### src/rtl/cpu_ctrl_pkg.sv
// Shared definitions for the hardwired control sequencer.
// Contents: FSM state encoding, bus/register bit-map indices, opcode values,
// ALU operation codes, IR field positions and a one-hot select helper.
package cpu_ctrl_pkg;

  typedef enum logic [3:0] {
    StIdle = 4'd0,
    StT0   = 4'd1,
    StT1   = 4'd2,
    StT2   = 4'd3,
    StT3   = 4'd4,
    StT4   = 4'd5,
    StT5   = 4'd6,
    StHalt = 4'd7
  } state_e;

  // Bit positions shared by bus_sel and reg_enable
  localparam logic [4:0] R0_IDX    = 5'd0;
  localparam logic [4:0] HI_IDX    = 5'd16;
  localparam logic [4:0] LO_IDX    = 5'd17;
  localparam logic [4:0] ZHIGH_IDX = 5'd18;
  localparam logic [4:0] ZLOW_IDX  = 5'd19;
  localparam logic [4:0] PC_IDX    = 5'd20;
  localparam logic [4:0] IR_IDX    = 5'd21;
  localparam logic [4:0] MDR_IDX   = 5'd22;
  localparam logic [4:0] MAR_IDX   = 5'd23;
  localparam logic [4:0] Y_IDX     = 5'd24;

  localparam logic [4:0] OP_ADD  = 5'd3;
  localparam logic [4:0] OP_SUB  = 5'd4;
  localparam logic [4:0] OP_SHR  = 5'd5;
  localparam logic [4:0] OP_ROR  = 5'd6;
  localparam logic [4:0] OP_SHL  = 5'd7;
  localparam logic [4:0] OP_ROL  = 5'd8;
  localparam logic [4:0] OP_AND  = 5'd9;
  localparam logic [4:0] OP_OR   = 5'd10;
  localparam logic [4:0] OP_HALT = 5'd28;

  localparam logic [4:0] ALU_ADD = 5'd0;
  localparam logic [4:0] ALU_SUB = 5'd1;
  localparam logic [4:0] ALU_AND = 5'd3;
  localparam logic [4:0] ALU_OR  = 5'd4;
  localparam logic [4:0] ALU_SHR = 5'd5;
  localparam logic [4:0] ALU_SHL = 5'd6;
  localparam logic [4:0] ALU_ROR = 5'd8;
  localparam logic [4:0] ALU_ROL = 5'd9;

  localparam int unsigned OP_MSB = 31;
  localparam int unsigned OP_LSB = 27;
  localparam int unsigned RA_MSB = 26;
  localparam int unsigned RA_LSB = 23;
  localparam int unsigned RB_MSB = 22;
  localparam int unsigned RB_LSB = 19;
  localparam int unsigned RC_MSB = 18;
  localparam int unsigned RC_LSB = 15;

  function automatic logic [31:0] sel_bit(input logic [4:0] idx);
    return 32'd1 << idx;
  endfunction

endpackage

### src/rtl/op_decoder.sv
// Combinational opcode decoder.
// Ports:
//   i_op         - 5-bit opcode from IR
//   o_alu_code   - ALU select for ALU opcodes (0 otherwise)
//   o_is_alu     - opcode is a supported three-register ALU instruction
//   o_is_halt    - opcode is HALT
//   o_is_illegal - opcode is neither ALU nor HALT
module op_decoder
  import cpu_ctrl_pkg::*;
(
  input  logic [4:0] i_op,
  output logic [4:0] o_alu_code,
  output logic       o_is_alu,
  output logic       o_is_halt,
  output logic       o_is_illegal
);

  always_comb begin
    o_alu_code = '0;
    o_is_alu   = 1'b1;
    o_is_halt  = 1'b0;
    unique case (i_op)
      OP_ADD:  o_alu_code = ALU_ADD;
      OP_SUB:  o_alu_code = ALU_SUB;
      OP_AND:  o_alu_code = ALU_AND;
      OP_OR:   o_alu_code = ALU_OR;
      OP_SHR:  o_alu_code = ALU_SHR;
      OP_SHL:  o_alu_code = ALU_SHL;
      OP_ROR:  o_alu_code = ALU_ROR;
      OP_ROL:  o_alu_code = ALU_ROL;
      OP_HALT: begin
        o_is_alu  = 1'b0;
        o_is_halt = 1'b1;
      end
      default: o_is_alu = 1'b0;
    endcase
    o_is_illegal = !o_is_alu && !o_is_halt;
  end

endmodule

### src/rtl/control_sequencer.sv
// Hardwired control sequencer: fetch (T0-T2) plus three-register ALU
// execute (T3-T5), one state per clock, Moore outputs.
// Ports:
//   i_clock       - system clock, rising edge
//   i_clr_n       - asynchronous active-low clear
//   i_run         - level; permits fetching new instructions
//   i_ir          - IR contents from the datapath
//   o_bus_sel     - one-hot bus driver select
//   o_reg_enable  - register load enables
//   o_alu_sel     - ALU operation select (ALU_IDLE when no op active)
//   o_read        - memory read strobe into MDR
//   o_inc_pc      - PC increment strobe
//   o_state       - present state, for debug
//   o_halted      - high in HALT
//   o_illegal     - sticky unsupported-opcode flag
//   o_instr_count - retired instruction count (wraps)
module control_sequencer
  import cpu_ctrl_pkg::*;
#(
  parameter logic [4:0]  ALU_IDLE = 5'd7,
  parameter int unsigned COUNT_W  = 16
) (
  input  logic               i_clock,
  input  logic               i_clr_n,
  input  logic               i_run,
  input  logic [31:0]        i_ir,
  output logic [31:0]        o_bus_sel,
  output logic [31:0]        o_reg_enable,
  output logic [4:0]         o_alu_sel,
  output logic               o_read,
  output logic               o_inc_pc,
  output logic [3:0]         o_state,
  output logic               o_halted,
  output logic               o_illegal,
  output logic [COUNT_W-1:0] o_instr_count
);

  state_e             r_state;
  state_e             w_next_state;
  logic               r_illegal;
  logic [COUNT_W-1:0] r_instr_count;

  logic [4:0]  w_op;
  logic [3:0]  w_ra;
  logic [3:0]  w_rb;
  logic [3:0]  w_rc;
  logic [4:0]  w_alu_code;
  logic        w_is_alu;
  logic        w_is_halt;
  logic        w_is_illegal;
  logic        w_set_illegal;
  logic [31:0] w_bus_sel;
  logic [31:0] w_reg_en;
  logic [4:0]  w_alu_sel;
  logic        w_read;
  logic        w_inc_pc;
  logic        w_unused_ir;

  assign w_op = i_ir[OP_MSB:OP_LSB];
  assign w_ra = i_ir[RA_MSB:RA_LSB];
  assign w_rb = i_ir[RB_MSB:RB_LSB];
  assign w_rc = i_ir[RC_MSB:RC_LSB];
  assign w_unused_ir = ^i_ir[RC_LSB-1:0];

  op_decoder u_op_decoder (
    .i_op         (w_op),
    .o_alu_code   (w_alu_code),
    .o_is_alu     (w_is_alu),
    .o_is_halt    (w_is_halt),
    .o_is_illegal (w_is_illegal)
  );

  always_ff @(posedge i_clock or negedge i_clr_n) begin
    if (!i_clr_n) begin
      r_state       <= StIdle;
      r_illegal     <= 1'b0;
      r_instr_count <= '0;
    end else begin
      r_state <= w_next_state;
      if (w_set_illegal) begin
        r_illegal <= 1'b1;
      end
      // Retire at the end of T5
      if (r_state == StT5) begin
        r_instr_count <= r_instr_count + COUNT_W'(1);
      end
    end
  end

  always_comb begin
    w_next_state  = r_state;
    w_bus_sel     = '0;
    w_reg_en      = '0;
    w_alu_sel     = ALU_IDLE;
    w_read        = 1'b0;
    w_inc_pc      = 1'b0;
    w_set_illegal = 1'b0;
    unique case (r_state)
      StIdle: begin
        if (i_run) begin
          w_next_state = StT0;
        end
      end
      StT0: begin
        w_bus_sel    = sel_bit(PC_IDX);
        w_reg_en     = sel_bit(MAR_IDX);
        w_inc_pc     = 1'b1;
        w_next_state = StT1;
      end
      StT1: begin
        w_read       = 1'b1;
        w_reg_en     = sel_bit(MDR_IDX);
        w_next_state = StT2;
      end
      StT2: begin
        w_bus_sel    = sel_bit(MDR_IDX);
        w_reg_en     = sel_bit(IR_IDX);
        w_next_state = StT3;
      end
      StT3: begin
        // Going to HALT drives nothing onto the bus
        if (w_is_alu) begin
          w_bus_sel    = sel_bit({1'b0, w_rb});
          w_reg_en     = sel_bit(Y_IDX);
          w_next_state = StT4;
        end else begin
          w_set_illegal = w_is_illegal;
          w_next_state  = StHalt;
        end
      end
      StT4: begin
        w_bus_sel    = sel_bit({1'b0, w_rc});
        w_reg_en     = sel_bit(ZLOW_IDX);
        w_alu_sel    = w_alu_code;
        w_next_state = StT5;
      end
      StT5: begin
        w_bus_sel    = sel_bit(ZLOW_IDX);
        w_reg_en     = sel_bit({1'b0, w_ra});
        w_next_state = i_run ? StT0 : StIdle;
      end
      StHalt: begin
        w_next_state = StHalt;
      end
      default: begin
        w_next_state = StIdle;
      end
    endcase
  end

  assign o_bus_sel     = w_bus_sel;
  assign o_reg_enable  = w_reg_en;
  assign o_alu_sel     = w_alu_sel;
  assign o_read        = w_read;
  assign o_inc_pc      = w_inc_pc;
  assign o_state       = r_state;
  assign o_halted      = (r_state == StHalt);
  assign o_illegal     = r_illegal;
  assign o_instr_count = r_instr_count;

endmodule

### config.mk
export PLATFORM = sky130hd
export DESIGN_NAME = control_sequencer
export DESIGN_NICKNAME = d
export VERILOG_FILES = /design/src/rtl/cpu_ctrl_pkg.sv /design/src/rtl/op_decoder.sv /design/src/rtl/control_sequencer.sv
export SDC_FILE = /design/constraint.sdc
export NUM_CORES = 1
export LEC_CHECK = 0
export CAP_MARGIN = 20
export CORE_MARGIN = 2
export CORE_UTILIZATION = 34
export DETAILED_ROUTE_END_ITERATION = 12
export HOLD_SLACK_MARGIN = 0.08
export PLACE_DENSITY = 0.83
export SLEW_MARGIN = 40
export SYNTH_ARGS = -nofsm -noshare
export SYNTH_HDL_FRONTEND = slang
export SYNTH_SLANG_ARGS = --single-unit
### constraint.sdc
create_clock -name i_clock -period 1.9 [get_ports i_clock]
set_input_delay 0.285 -clock i_clock [delete_from_list [all_inputs] [get_ports i_clock]]
set_output_delay 0.285 -clock i_clock [all_outputs]
set_load 0.01 [all_outputs]
==> results of run 1 <==
worst paths after layout:
| check | cells after the start | slack, ns | from | end |
|---|---|---|---|---|
| max reg2reg | 9 | 0.14 | o_state[1] | o_instr_count[15] |
| min in group i_clock | 1 | 0.48 | o_illegal | o_illegal |
| max in group asynchronous | 2 | 1.31 | i_clr_n | o_state[0] |
| min reg2reg | 1 | 0.48 | o_illegal | o_illegal |
| max | 6 | -0.15 | o_state[0] | o_bus_sel[0] |
| min | 2 | 0.37 | i_clr_n | o_instr_count[13] |
state kept, by name, indices dropped and copies added (netlist names), named ones only:
register / flops
o_state: 2
o_instr_count: 16
o_illegal: 1
Yosys cell counts (all sizes together) (6+ instances only):
master and instances:
xnor2 15, nand2 17, nand3b 6, nor2 26
nor3 8, nand2b 7, dfrtp 20, nand3 9
buf 33, o22ai 13
logic make-up (layout without fill, tap and decap cells):
| logic type | Yosys count | count (layout) | synth area share [%] |
|---|---|---|---|
| DFF | 20 | 20 | 30.3 |
| and+or+nand+nor | 95 | 95 | 31.7 |
| AOI/OAI and AO/OA | 29 | 29 | 11.6 |
| other | 1 | 26 | 0.227 |
| xor gates and xnor gates | 17 | 17 | 9.02 |
| adders and majority gates | 1 | 1 | 0.757 |
| buffers and inverters | 39 | 150 | 16.4 |
final cells by class:
type / instances / share of cell area [%]
flip-flops and latches: 20 / 17.0
clock inverters: 1 / 1.01
multi-input cells: 168 / 39.8
well taps: 54 / 2.28
repair buffers: 141 / 37.7
clock buffers: 3 / 1.40
inverters: 5 / 0.803
stage by stage:
step / cells / total power, mW
after floorplan: 227 / 1.27
after global placement: 363 / 1.93
after detailed placement: 363 / 1.95
after CTS: 381 / 2.45
after global routing: 392 / 2.79
final: 392 / 2.61
power by group:
part	internal (mW)	switching [mW]	total [mW]
logic	0.864	0.713	1.58
clock network	0.281	0.132	0.413
registers	0.519	0.106	0.624
layer usage:
metal,share of wire (%),up-vias
met5,0,-
met1,40,887
met2,53,85
li1,-,920
met3,7.3,4
met4,0.38,0
critical path: stages (launching register included):
cell and delay [ns]:
dfrtp_2 0.41, buf_6 0.13, nand3b_4 0.09, or3_4 0.34, or3_4 0.34, o21ai_2 0.06
buf_2 0.14
what timing repair did:
| item | 4_1_cts | 5_1_grt |
|---|---|---|
| pin swaps | 11 | 26 |
| gates resized for setup | 147 | 68 |
| setup buffers | 14 | 12 |
| endpoints found under the setup margin | 47 | 39 |
| cloned | 0 | 0 |
==> metrics.cfg, run 1 <==
[synthesis]
synthDistinctLibCells = 40
avgSynthCellArea_um2 = 8.18
yosys_most_used_dff = dfrtp_1
yosys_warnings = 0
yosysTopAreaCell = dfrtp_1
synth-edff-count = 0
synthTopCellsByArea = dfrtp_1, buf_4, xnor2_1, nor2_1, o22ai_1
synthArstFlopShare_pct = 100
synth-seq-cells = 20
syn_area_mm2 = 0.00165
syn_inst = 202
synth-seq-area-share_pct = 30.3
synth_top_area_share_pct = 30.3

[power]
p_leak_nw = 1.44
power_density_mw_per_mm2 = 884
ir_drop_mv = 0.646

[critical_path]
startpoint_type = flip-flop
worstPathArrival_ns = 1.76
crit_required_ns = 1.62
worstPathMaxFanout = 4
endpoint_kind = primary output
path_class = flip-flop to primary output

[global_route]
met2_usage_pct = 35.2
met3_usage_pct = 3.43
groute.usage.overall_pct = 17.8
antenna_found_initial = 0
busiest_layer = met2
grt_max_degree = 21
grtUsageMet1_pct = 19.0
grt_pass1_vias = 1736
grt_pass1_wl_um = 7800
grt_overflow = 0

[die]
rows = 25
die_x_um = 73.7
die_area_mm2 = 0.00543
ioPinCount = 128
die_y_um = 73.7
start_util_pct = 35.2
core-area_mm2 = 0.00469

[timing]
setup_tns_ns = -1.29
min_period_over_period_pct = 108
max_clock_freq_mhz = 489
hold_violations = 0
skew_ns = 0.00717
finalSetupViolCount = 21
grt_setup_unrepaired = yes
fin_crit_ns = 2.05
whs_ns = 0.367
fin_ws_ns = -0.146
final-max-slew-violation-count = 0

[placed_design]
dp_hpwl_um = 3830
io_buffer_count = 86
placed_cell_area_mm2 = 0.00265
place_ws_ns = -0.709
gp_congestion = 0.833

[layout]
most-common-layout-cells = buf_4, clkdlybuf4s50_1, buf_2
postLayoutCoreUtil_pct = 63.1
layout_commonest_cell = buf_4
multi_input_comb_area_mm2 = 0.00118
fin_area_mm2 = 0.00296
area_growth_pct = 79.2
fillers = 395
num_antenna_cells = 0
final-seq-area_um2 = 503
layout-drive-gt1-share_pct = 41.1
final_nets = 375

[clocking]
cts_buffers = 3
clockRootBuffer = clkbuf_8
cts_buffer_depth = 2
clkTransAtPathRegs_ns = 0.07
cts_tree = yes
hold_buffers = 0
insertion_delay_ns = 0.25
clock_sinks = 20
cts_htree_levels = 1

[run_status]
failed_checks = negative setup slack
outcome = finished, violations left

[route]
drtPass1Iterations = 4
drc = 0
wire_per_inst_um = 13.9
vias = 1896
routed_wl_um = 5470
ant_nets = 0
vias_per_cell = 4.84
drtIter0Drc = 53

[worst_hold_path]
hold_path.class = input port to async pin

[flow_run]
drv_cap = 0

No activity file was read; power rests on OpenSTA's default activity.
==> run 2: changes to the inputs <==
--- a/config.mk
+++ b/config.mk
@@ -7,10 +7,11 @@
 export LEC_CHECK = 0
 export CAP_MARGIN = 20
 export CORE_MARGIN = 2
-export CORE_UTILIZATION = 34
+export CORE_UTILIZATION = 36
 export DETAILED_ROUTE_END_ITERATION = 12
 export HOLD_SLACK_MARGIN = 0.08
-export PLACE_DENSITY = 0.83
+export PLACE_DENSITY = 0.87
+export REMOVE_ABC_BUFFERS = 1
 export SLEW_MARGIN = 40
 export SYNTH_ARGS = -nofsm -noshare
 export SYNTH_HDL_FRONTEND = slang
==> constraint.sdc (replaced) <==
create_clock -name i_clock -period 2.6 [get_ports i_clock]
set_input_delay 0.39 -clock i_clock [delete_from_list [all_inputs] [get_ports i_clock]]
set_output_delay 0.39 -clock i_clock [all_outputs]
set_load 0.1 [all_outputs]
==> run 2 against run 1 <==
The flow now finishes without violations. Flip-flop and latch count stayed put. Clock power down 25%. Power is 8.4% higher. Largest power group unchanged. Die area decreased by 5.3%. Sequential share of layout area increased by 0.41 points. Design area shrank 2.4%. Wire length shrank 8.3%. Critical path depth unchanged. Final cell count is 12% lower. Combinational power is 29% higher. Sequential power fell by 22%.
==> metrics.cfg, run 2 (synthesis gave the netlist of run 1 again) <==
[critical_path]
crit_family = buffers and inverters
max_stage_delay_ns = 0.52
worstPathMaxFanout = 6
rr_endpoint = o_instr_count[11]
r2r_cells = 4
path_class = input port to primary output
critPathSlowestCell = clkdlybuf4s50_1
crit_required_ns = 2.21
startpoint_type = input port
worstPathArrival_ns = 2.12
path_cells = clkdlybuf4s50_1, a21oi_2, xnor2_2, nand4b_1, o22ai_2, buf_12
path_buf_inv = 2
endpoint_kind = primary output
reg2reg_slack_ns = 1.00
r2r_start = o_state[0]

[die]
die_x_um = 71.7
ioPinCount = 128
core-area_mm2 = 0.00438
die_y_um = 71.7
start_util_pct = 37.7
die_area_mm2 = 0.00515
rows = 24

[route]
ant_nets = 0
vias_per_cell = 5.08
drtPass1Iterations = 4
wire_per_inst_um = 14.6
vias = 1749
drc = 0
drtIter0Drc = 90
routed_wl_um = 5010

[global_route]
groute.usage.overall_pct = 18.8
grt_pass1_vias = 1620
grt_max_degree = 21
antenna_found_initial = 0
grt_overflow = 0
grt_pass1_wl_um = 7780

[placed_design]
io_buffer_count = 86
placedCellCount = 339
dp_hpwl_um = 3920
gp_congestion = 0.852

[run_status]
outcome = completed

[clocking]
cts_tree = yes
clkTransAtPathRegs_ns = 0.07
clock_sinks = 20
cts_buffers = 3
clockRootBuffer = clkbuf_8
post_cts_buffers = 0
insertion_delay_ns = 0.26
cts_htree_levels = 1
cts_buffer_depth = 2

[timing]
finalSetupViolCount = 0
grt_setup_unrepaired = no
hold_violations = 0
whs_ns = 0.473
fin_crit_ns = 2.51
max_clock_freq_mhz = 399
skew_ns = 0.00250
final-max-slew-violation-count = 0
min_period_over_period_pct = 96.4

[power]
ir_drop_mv = 0.947
p_int_mw = 1.02
p_comb_share_pct = 72.0
p_sw_share_pct = 63.8
power_density_mw_per_mm2 = 981
p_leak_nw = 1.26
seq_power_share_pct = 17.1
totalPowerFinal_mw = 2.83
p_sw_mw = 1.81
clkPwrFrac_pct = 10.9

[layout]
layout_commonest_cell = buf_4
layout-drive-gt1-share_pct = 32.5
finalNonFillerCells = 344
most-common-layout-cells = buf_4, buf_12, nor2_1, conb_1, dfrtp_1
area_growth_pct = 74.9
final_nets = 329
num_antenna_cells = 0
largest_reg_flops = 16

[flow_run]
drv_cap = 0

[worst_hold_path]
hold_path.class = flip-flop to flip-flop
worstHoldEndpoint = o_instr_count[15]
hold_depth = 1
hp-start = o_instr_count[15]

==> run 2: cell count changes in the layout (fill, tap and decap cells not counted), moves of 7 or more <==
| cell | change |
|---|---|
| buf_4 | -9 |
| buf_12 | +37 |
| buf_2 | -29 |
| o22ai_2 | -7 |
| clkbuf_2 | -7 |
| clkdlybuf4s50_1 | -17 |
| dlygate4sd2_1 | -8 |
| buf_6 | -8 |
| o22ai_1 | +7 |
==> run 2: cell type report <==
class                      instances  area [µm²]
clock buffer                       3        41.3
clock inverter                     1        30.0
fill                             359        1500
inverter                           5        18.8
multi-input combinational        168        1010
sequential                        20         503
tap                               52        65.1
timing repair buffer              95        1220
==> run 2: repair_timing <==
item,CTS,global route
hold buffers,1,0
gates resized for setup,2,7
endpoints found under the setup margin,5,8
endpoints found under the hold margin,20,0
==> run 2: worst register-to-register path, stage by stage, from the launching register on <==
cell      delay [ns]
dfrtp_2         0.50
nand3b_4        0.25
nor3_2          0.39
nand3_1         0.17
xnor2_1         0.17
==> run 2: routing by layer <==
metal  track usage (%)  up-vias  wire length [µm]
met5                 0        -                 0
met4              5.66        0                67
met3              4.64        9               562
met2              33.8      109              2570
met1              21.9      798              1810
li1                  -      833                 -
==> run 2: stage by stage <==
stage | cell area, µm² | util (%) | setup slack (ns) | setup TNS, ns
after floorplan | 1490 | - | -5.41 | -75.00
after global placement | 2770 | 63.3 | 0.0103 | 0
after detailed placement | 2770 | 63.2 | -0.125 | -0.192
after CTS | 2860 | 65.2 | 0.0736 | 0
after global routing | 2890 | 65.9 | 0.000555 | 0
final | 2890 | 65.9 | 0.0928 | 0
==> run 2: how the worst max path moves through the flow <==
| stage | start | end | slack [ns] | cells past startpoint |
|---|---|---|---|---|
| final | i_ir[27] | o_bus_sel[14] | 0.09 | 6 |
| after global routing | i_ir[28] | o_bus_sel[14] | 0.0006 | 6 |
| after CTS | i_ir[30] | o_alu_sel[3] | 0.07 | 6 |
| after detailed placement | i_ir[28] | o_bus_sel[8] | -0.12 | 6 |
| after global placement | i_ir[28] | o_bus_sel[8] | 0.01 | 6 |
| after floorplan | o_state[0] | o_bus_sel[20] | -5.41 | 1 |
==> run 2: power by group through the flow <==
stage / sequential, mW / clock (mW) / combinational [mW]
floorplan: 0.940 / 0 / 1.02
global placement: 0.480 / 0 / 2.01
detailed placement: 0.483 / 0 / 2.03
CTS: 0.478 / 0.313 / 2.04
global route: 0.501 / 0.328 / 2.11
finish: 0.484 / 0.309 / 2.04
